`src/rtl/fetch_pkg.sv`:
```
// fetch_pkg: shared constants, hazard bit indices and state encoding for the fetch stage
package fetch_pkg;
  localparam logic [31:0] NOP = 32'h0000_0013;
  localparam logic [31:0] RESET_PC_DEF = 32'h8000_0000;
  localparam int PIPE_ID = 3;
  localparam int PIPE_EX = 2;
  localparam int PIPE_MEM = 1;
  typedef enum logic [1:0] {FETCH, WAIT, KILL} state_t;
endpackage

```
`src/rtl/fetch_buf.sv`:
```
// fetch_buf: one-entry skid buffer holding a fetched {pc, inst} the ID register could not take
module fetch_buf
  import fetch_pkg::*;
(
  input  logic        clk,
  input  logic        rst,
  input  logic        load,
  input  logic        drain,
  input  logic        clear,
  input  logic [31:0] load_pc,
  input  logic [31:0] load_inst,
  output logic        valid,
  output logic [31:0] pc,
  output logic [31:0] inst
);
  always_ff @(posedge clk) begin
    if (rst || clear) begin
      valid <= 1'b0;
      pc <= '0;
      inst <= NOP;
    end else if (load) begin
      valid <= 1'b1;
      pc <= load_pc;
      inst <= load_inst;
    end else if (drain) begin
      valid <= 1'b0;
    end
  end
endmodule

```
`src/rtl/fetch_stage.sv`:
```
// fetch_stage: instruction fetch with one outstanding imem request, redirect/trap kill, skid buffer and IF/ID register
module fetch_stage
  import fetch_pkg::*;
#(
  parameter logic [31:0] RESET_PC = RESET_PC_DEF
) (
  input  logic        clk,
  input  logic        rst,
  input  logic        pc_pause,
  input  logic [3:0]  pipe_pause,
  input  logic [3:0]  pipe_bubble,
  input  logic        redirect_valid,
  input  logic [31:0] redirect_pc,
  input  logic        trap_valid,
  input  logic [31:0] trap_pc,
  output logic        imem_req,
  output logic [31:0] imem_addr,
  input  logic        imem_gnt,
  input  logic        imem_rvalid,
  input  logic [31:0] imem_rdata,
  output logic        id_valid,
  output logic [31:0] id_pc,
  output logic [31:0] id_inst
);
  state_t state;
  logic [31:0] pc, req_pc, tgt, buf_pc, buf_inst;
  logic buf_valid, redir, fire, resp, done, stall_id, unused;
  always_comb begin
    redir = trap_valid || redirect_valid;
    tgt = trap_valid ? trap_pc : redirect_pc;
    imem_req = !rst && state == FETCH && !pc_pause && !buf_valid;
    imem_addr = pc;
    fire = imem_req && imem_gnt;
    resp = state == WAIT && imem_rvalid;
    done = state != FETCH && imem_rvalid;
    stall_id = pipe_bubble[PIPE_ID] || pipe_pause[PIPE_ID];
  end
  assign unused = ^{pipe_pause[2:0], pipe_bubble[2:0]};
  fetch_buf u_buf (
    .clk(clk),
    .rst(rst),
    .load(resp && !redir && stall_id),
    .drain(buf_valid && !redir && !stall_id),
    .clear(redir),
    .load_pc(req_pc),
    .load_inst(imem_rdata),
    .valid(buf_valid),
    .pc(buf_pc),
    .inst(buf_inst)
  );
  always_ff @(posedge clk) begin
    if (rst) begin
      state <= FETCH;
      pc <= RESET_PC;
      req_pc <= '0;
      id_valid <= 1'b0;
      id_pc <= '0;
      id_inst <= NOP;
    end else begin
      state <= fire ? (redir ? KILL : WAIT) : done ? FETCH : (redir && state == WAIT) ? KILL : state;
      pc <= redir ? {tgt[31:2], 2'b00} : fire ? pc + 32'd4 : pc;
      if (fire) req_pc <= pc;
      if (redir || pipe_bubble[PIPE_ID]) begin
        id_valid <= 1'b0;
        id_inst <= NOP;
      end else if (!pipe_pause[PIPE_ID]) begin
        id_valid <= buf_valid || resp;
        id_pc <= buf_valid ? buf_pc : resp ? req_pc : id_pc;
        id_inst <= buf_valid ? buf_inst : resp ? imem_rdata : NOP;
      end
    end
  end
endmodule

```
`config.mk`:
```
export PLATFORM = sky130hd
export DESIGN_NAME = fetch_stage
export DESIGN_NICKNAME = d
export VERILOG_FILES = /design/src/rtl/fetch_pkg.sv /design/src/rtl/fetch_buf.sv /design/src/rtl/fetch_stage.sv
export SDC_FILE = /design/constraint.sdc
export NUM_CORES = 1
export LEC_CHECK = 0
export ABC_AREA = 1
export CORE_MARGIN = 10
export CORE_UTILIZATION = 40
export CTS_BUF_LIST = sky130_fd_sc_hd__clkbuf_8
export DETAILED_ROUTE_END_ITERATION = 8
export PLACE_DENSITY = 0.67
export SLEW_MARGIN = 20
export SYNTH_ARGS = -nofsm -noshare
export SYNTH_HDL_FRONTEND = slang
export SYNTH_SLANG_ARGS = --single-unit
```
`constraint.sdc`:
```
create_clock -name clk -period 2 [get_ports clk]
set_input_delay 0.5 -clock clk [delete_from_list [all_inputs] [get_ports clk]]
set_output_delay 0.5 -clock clk [all_outputs]
set_load 0.02 [all_outputs]
```
# Word level (Yosys, flattened, before mapping)
# Cells that the tools add are included.
dict set report word_totals {
  out_inout_bits 98
  register_bits 196
}
dict set report classes {
  bitwise_logic 2
  n_mux 13
  reduce_logical 30
  n_eq_ne 1
  n_addsub 1
}
# operator count
set op_table {}
lappend op_table {{$mux 32} 7}
lappend op_table {{$add 32x3->32 const B} 1}
lappend op_table {{$logic_and 1x1->1} 11}
lappend op_table {{$mux 2} 4}
lappend op_table {{$reduce_bool 2->1} 4}
lappend op_table {{$logic_not 1->1} 5}
lappend op_table {{$logic_or 1x1->1} 5}
lappend op_table {{$reduce_or 2->1} 2}
lappend op_table {{$reduce_and 3->1} 1}
lappend op_table {{$reduce_bool 3->1} 1}
lappend op_table {{$eq 2x1->1 const B} 1}
lappend op_table {{$logic_not 2->1} 1}
lappend op_table {{$mux 1} 2}
lappend op_table {{$not 1->1} 2}

# Depth between registers and ports, before layout
dict set report logic_depth {
  word_depth 7
  mapped_depth 11
}

# Modules after synthesis
# A second synthesis with hierarchy kept.
dict set report hier_totals {
  hier_cells 1243
  area_unflattened_um2 8718.4
}
# module area_per_inst_um2 cells_per_inst n_inst seq_area_each_um2
set by_module_without_submodules {}
lappend by_module_without_submodules {fetch_stage 6352.3 958 1 2542.4}
lappend by_module_without_submodules {fetch_buf 2366.0 285 1 1301.2}

# Worst setup path after synthesis
# Ideal clock, no wire load.
dict set report synth_timing {
  path_kind {input port to flip-flop}
  from {input rst}
  to {register pc[20], in the netlist imem_addr[20]}
  arrival_time_ns 1.663
  setup_time_ns 0.115
  setup_slack_ns 0.222
  path_buffers 1
  stages 8
  cell_sequence {buf_2 -> inv_4 -> nand3_1 -> nor2_2 -> nand2_2 -> nor2_4 -> nand3_1 -> and3_1}
}
dict set report synth_via {
  elab_chain_len 6
}
# item line_no
set synth_lines {}
lappend synth_lines {{start, declared} fetch_stage.sv:8} ;# input logic rst,
lappend synth_lines {{$logic_not 1->1} fetch_stage.sv:31} ;# imem_req = !rst && state == FETCH && !pc_pause && !buf_valid;
lappend synth_lines {{$logic_and 1x1->1 (3 in a row)} fetch_stage.sv:31}
lappend synth_lines {{via imem_req} fetch_stage.sv:16} ;# output logic imem_req,
lappend synth_lines {{$logic_and 1x1->1} fetch_stage.sv:33} ;# fire = imem_req && imem_gnt;
lappend synth_lines {{$reduce_bool 2->1 (no line)} n/a}
lappend synth_lines {{end signal, assigned} fetch_stage.sv:61} ;# pc <= redir ? {tgt[31:2], 2'b00} : fire ? pc + 32'd4 : pc;
lappend synth_lines {{end, declared} fetch_stage.sv:26} ;# logic [31:0] pc, req_pc, tgt, buf_pc, buf_inst;
# The timed path passes the listed nets, and every way through them passes these cells.
# A chain may end at the register's enable or synchronous reset.

# Final worst setup path
dict set report layout_timing {
  from {register id_inst[17]}
  to {output id_inst[17]}
}
# item line_no
set layout_lines {}
lappend layout_lines {{start, declared} fetch_stage.sv:23} ;# output logic [31:0] id_inst
lappend layout_lines {{start signal, assigned} fetch_stage.sv:69} ;# id_inst <= buf_valid ? buf_inst : resp ? imem_rdata : NOP;
# No word-level cell between the ends.

==> out/qor.yml <==
worst_setup_path:
  cp-start-kind: "register"
  reg2reg_depth: 8
  criticalPathCategory: "register to output port"
  r2r_slack_ns: 0.20
  cp_max_fo: 2
  cp_data_arrival_time_ns: 1.46
  cp_cell_sequence: "clkdlybuf4s50_1"
  worst_ep_required_time_ns: 1.50
  cp_slowest_cell: "clkdlybuf4s50_1"
  critical_path.top_delay_family: "buffers and inverters"
  critPathCaptureType: "output port"
  path_depth: 1
  path_buf_inv: 1
  max_stage_delay_ns: 0.62
cells_and_area:
  fin_util_pct: 54.7
  diodes: 0
  ff_latch_area_um2: 3770
  finalNetCount: 1514
  area_delta_synth_final_pct: 35.4
  layout.cells.most_common: "nand2_1"
  nFillCells: 2081
  final_cell_mix: "nand2_1, nor2_1, dfxtp_1"
  multiInputGateArea_um2: 4020
  drive_above_1_share_pct: 8.83
  finalNonFillerCells: 1690
  final_area_um2: 11400
worst_hold_path:
  holdPathStages: 2
  hold_path.class: "register to register"
placed_design:
  dp_slack_ns: -0.430
  dp_hpwl_um: 20400
  numPlacedInstances: 1658
  port_buffers: 194
  gp_congestion: 0.907
  place_area_um2: 11000
power_and_ir_drop:
  power.density_nw_per_um2: 662
  p_int_mw: 5.44
  power_frac_comb_pct: 12.9
  switching_share_pct: 28.1
  ir_drop_v: 0.000366
  pwr-share-clk_pct: 35.0
  p_leak_nw: 4.91
  power.switching_mw: 2.12
  seq_power_share_pct: 52.1
global_route:
  grt.busiest_layer: "met2"
  grt_max_degree: 88
  globalRouteMet1Util_pct: 25.9
  grt_pass1_wl_um: 44000
  track_usage_pct: 20.0
  met2_usage_pct: 31.1
  grt_pass1_vias: 8291
  grtUsageMet3_pct: 6.12
  antenna_found_initial: 0
  grt-ovfl-total: 0
clocking:
  ctsHtreeMaxLevel: 4
  clock_latency_ns: 0.47
  clock-root-buffer: "clkbuf_8"
  post_cts_buffers: 0
  cts_tree: "built"
  clock_sinks: 188
  cts.clk_slew.worst_paths_ns: 0.11
  clock_path_buffers: 2
  cts-buffers-inserted: 17
route:
  drtAntennaViolNets: 0
  avgRoutedWirePerCell_um: 16.5
  detail_route.vias_per_cell: 5.17
  wirelength_um: 28000
  drcViolationCount: 0
  drtIter0Drc: 689
  dr_total_vias: 8729
  firstDrtPassIters: 6
logic_synthesis:
  synthFlopType: "dfxtp_1"
  synthesis.area_um2: 8440
  synth_edf_count: 0
  synth-async-reset-ratio_pct: 0
  yosysWarnings: 0
  synth_seq_cells: 188
  syn_avg_cell_area_um2: 7.03
  yosysSeqAreaShare_pct: 44.6
  syn_inst: 1201
  synth_cell_types: 40
timing:
  slew_headroom_pct: 60.1
  hold_viol_final: 0
  fmax_mhz: 511
  setup_ws_ns: 0.0440
  slew_violations: 0
  period_share_pct: 97.8
  rsz0062_at_grt: "false"
  fin_worst_skew_ns: 0.0165
  period_needed_ns: 1.96
  finalSetupViolCount: 0
  hold_slack_ns: 0.469
  worstMarginPinSlew_ns: 0.598
outcome:
  status: "finished, final reports clean"
floorplan:
  core_um2: 20900
  die-width_um: 165
  fp.dieH_um: 165
  io_pins: 209
  start_util_pct: 40.4
  rows: 53
  dieArea_um2: 27300
flow_run:
  maxCapViolCount: 0
==> stage by stage <==
stage	TNS, ns	total power [mW]
2_1_floorplan	0	4.46
3_3_place_gp	-21.89	5.02
3_5_place_dp	-24.21	5.02
4_1_cts	0	7.62
5_1_grt	0	7.88
6_report	0	7.56
==> cell families after synthesis <==
| kind of cell | after synthesis | synth area share (%) |
|---|---|---|
| other cells | 1 | 0.0444 |
| flops | 188 | 44.6 |
| xor+xnor | 2 | 0.208 |
| fa+ha+maj | 1 | 0.148 |
| buf+inv | 152 | 8.02 |
| simple gates | 479 | 23.4 |
| compound gates | 378 | 23.6 |
==> registers in the layout, indices dropped and copies added (netlist names) <==
register and count:
id_inst 32, id_pc 30, id_valid 1, imem_addr 30, req_pc 30, state 2, u_buf.inst 32, u_buf.pc 30
u_buf.valid 1
==> Yosys cell counts, types with 3 or more instances <==
master / instances / area, um2
nor3_1: 3 / 15.0
o21ai_0: 178 / 891
inv_2: 3 / 11.3
buf_2: 21 / 105
o21ai_1: 7 / 35.0
a31oi_1: 36 / 225
buf_1: 4 / 15.0
nor2_1: 192 / 721
nand2_1: 204 / 766
inv_1: 61 / 229
a21oi_1: 137 / 686
a211oi_1: 4 / 30.0
clkbuf_1: 45 / 169
nand4_1: 3 / 18.8
nand3_1: 64 / 320
dfxtp_1: 188 / 3760
buf_6: 5 / 56.3
buf_4: 10 / 75.1
o22ai_1: 3 / 18.8
o211ai_1: 5 / 37.5
==> routing by layer <==
layer	vias up	share of wire, %
li1	4415	-
met1	3983	45
met2	299	45
met3	32	7.7
met4	0	2.0
met5	-	0
==> what timing repair did <==
item                       4_1_cts  5_1_grt
setup endpoints to repair       33       25
gates resized for setup         37       26
hold buffers                     0        0
==> power by group through the flow <==
stage | Sequential (mW) | Combinational, mW | Clock, mW
2_1_floorplan | 4.07 | 0.388 | 0
3_3_place_gp | 4.02 | 0.998 | 0
3_5_place_dp | 4.02 | 1.00 | 0
4_1_cts | 3.93 | 0.976 | 2.71
5_1_grt | 3.95 | 1.07 | 2.86
6_report | 3.94 | 0.976 | 2.65
==> path summary, 6_finish.rpt <==
path | endpoint | start
worst min-delay path | id_pc[10] | u_buf.pc[10]
worst min register to register | id_pc[10] | u_buf.pc[10]
worst max-delay path | id_inst[17] | id_inst[17]
worst max register to register | imem_addr[18] | imem_addr[3]
==> cell type report <==
| class | count | area share (%) |
|---|---|---|
| well taps | 275 | 3.01 |
| repair buffers | 264 | 23.0 |
| flip-flops and latches | 188 | 33.0 |
| clock buffers | 17 | 2.05 |
| multi-input cells | 864 | 35.2 |
| inverters | 67 | 2.24 |
| clock inverters | 15 | 1.58 |
Power figures use the tool's default switching activity.
==> RTL change (same settings) <==
Make the reset (`rst`) asynchronous in one clocked block.
--- a/src/rtl/fetch_stage.sv
+++ b/src/rtl/fetch_stage.sv
@@ -48,7 +48,7 @@
     .pc(buf_pc),
     .inst(buf_inst)
   );
-  always_ff @(posedge clk) begin
+  always_ff @(posedge clk or posedge rst) begin
     if (rst) begin
       state <= FETCH;
       pc <= RESET_PC;
Function: differs if rst is asserted again (counterexample within 4 cycles, from zero or initial values and one cycle with rst high); with rst held inactive, the same outputs for 4 cycles.
==> RTL change against the unedited design <==
Synthesized cell count fell by 1.5%. Core utilization fell by 0.47 points. Setup slack improved by 0.012 ns. Sequential cell count did not move. Final cell count fell by 1.7%. Cell area rose by 3.6%. Wire length fell by 3.5%. Area after synthesis rose by 5.3%.
Power is not compared: it rests on default switching activity, and its combinational part moved more than twofold at a synthesized area within 25%.
==> RTL change: results <==
[run_status]
status = finished clean

[cells_and_area]
num-nets-final = 1481
drive_gt1_frac = 0.0854
reg_top3 = id_inst (32), u_buf.inst (32)
diodes = 0
fillers = 2122

[setup_path]
crit_slowest_cell = clkdlybuf4s50_1
critPathArrivalTime_ns = 1.44
critPathMaxStageDelay_ns = 0.63
path_delay_family = buffers and inverters
path_max_fanout = 2
reg2reg_slack_ns = 0.21

[routing]
drt-wirelength-per-cell_um = 16.2
vias = 8467
first_pass_iters = 5
postRouteWirelength_um = 27000
dr.first_iter.drc_count = 736

[grt]
antenna_found_initial = 0
grt_pass1_vias = 8077
track_usage = 0.185
grt_start_max_net_pins = 89
grt_pass1_wl_um = 43400

[pwr]
irDropWorstVdd_mv = 0.341
p_leak_nw = 5.78

[place]
io_buffers = 194
post-dp-hpwl_um = 19200
dp_slack_ns = -0.484
post-place-cells = 1630
place_congestion = 0.868

[timing]
fin_crit_sh = 0.972
finalClockSkew_ns = 0.0164
relSlewSlack = 0.644

[clock_tree]
cts_buffers = 17
cts.reportedPaths.clkPinSlew_ns = 0.10
postCtsSetupRepairBufs = 0
clk_latency_ns = 0.47
cts-htree-levels = 4
clk_path_buf_depth = 2
cts_root_buffer = clkbuf_8

[synthesis]
yosys_warnings = 0
synth_area_per_cell_um2 = 7.52
async_flop_share = 0.665
seq_area_frac_synth = 0.494
synth.top_cells.by_count = 326 x nand2_1, 223 x nor2_1, 121 x dfrtp_1
synthTopCellsByArea = dfrtp_1 34%, dfxtp_1 14%, nand2_1 14%
ys.flop_type = dfrtp_1
yosysUniqueCellTypes = 33

[worst_hold_path]
worstHoldPathType = in2async
-- RTL change: cell type report --
cell class | count | area, um^2 | share of cell area
clock inverter | 15 | 201 | 0.0170
sequential | 188 | 4400 | 0.371
tap | 280 | 350 | 0.0296
multi-input combinational | 864 | 3950 | 0.333
inverter | 57 | 218 | 0.0184
timing repair buffer | 241 | 2500 | 0.211
clock buffer | 17 | 234 | 0.0198
-- RTL change: path summary, 6_finish.rpt --
check | start | end | cells after the start
max in group asynchronous | rst | id_inst[28]$_DFFE_PP0P_ | 4
hold / removal | rst | req_pc[3]$_DFFE_PP0P_ | 3
hold reg to reg | u_buf.pc[27]$_SDFFE_PP0P_ | id_pc[27]$_DFFE_PP0P_ | 2
setup / recovery | id_inst[26]$_DFFE_PP0P_ | id_inst[26] | 1
setup reg to reg | imem_addr[2]$_DFFE_PP0P_ | imem_addr[16]$_DFFE_PP0P_ | 8
min in group clk | u_buf.pc[27]$_SDFFE_PP0P_ | id_pc[27]$_DFFE_PP0P_ | 2
-- RTL change: kinds of logic (layout without fill, tap and decap cells) --
logic type               count (synthesis)  count (layout)  synth area share
buffers and inverters                  134             330            0.0682
AND/OR/NAND/NOR                        616             616             0.275
AO/OA/AOI/OAI                          243             243             0.160
adder cells (fa/ha/maj)                  1               1           0.00141
flip-flops                             188             188             0.494
other                                    1               4          0.000422
-- RTL change: metrics by stage --
stage,cell area [um^2],hold slack (ns),TNS [ns]
2_1_floorplan,8940,0.443,-87.23
3_3_place_gp,11400,0.450,-14.08
3_5_place_dp,11400,0.459,-23.68
4_1_cts,11700,0.411,0
5_1_grt,11800,0.438,-0.0262
6_report,11800,0.428,0
-- RTL change: where the power goes --
group          internal [mW]  switching (mW)
Combinational          0.837            1.13
Sequential              4.23           0.412
Clock                   1.29            1.47
Total                   6.36            3.01
-- RTL change: timing repair --
item / 4_1_cts / 5_1_grt
hold buffers: 0 / 0
pin swaps: 0 / 1
resized for setup: 61 / 38
endpoints found under the setup margin: 54 / 38
-- RTL change: metal layers --
metal  routed length (um)  track usage  share of wire
met2                12100        0.282           0.45
met1                12500        0.253           0.46
met3                 2030       0.0567          0.075
met4                  312       0.0439          0.012
met5                    0            0              0
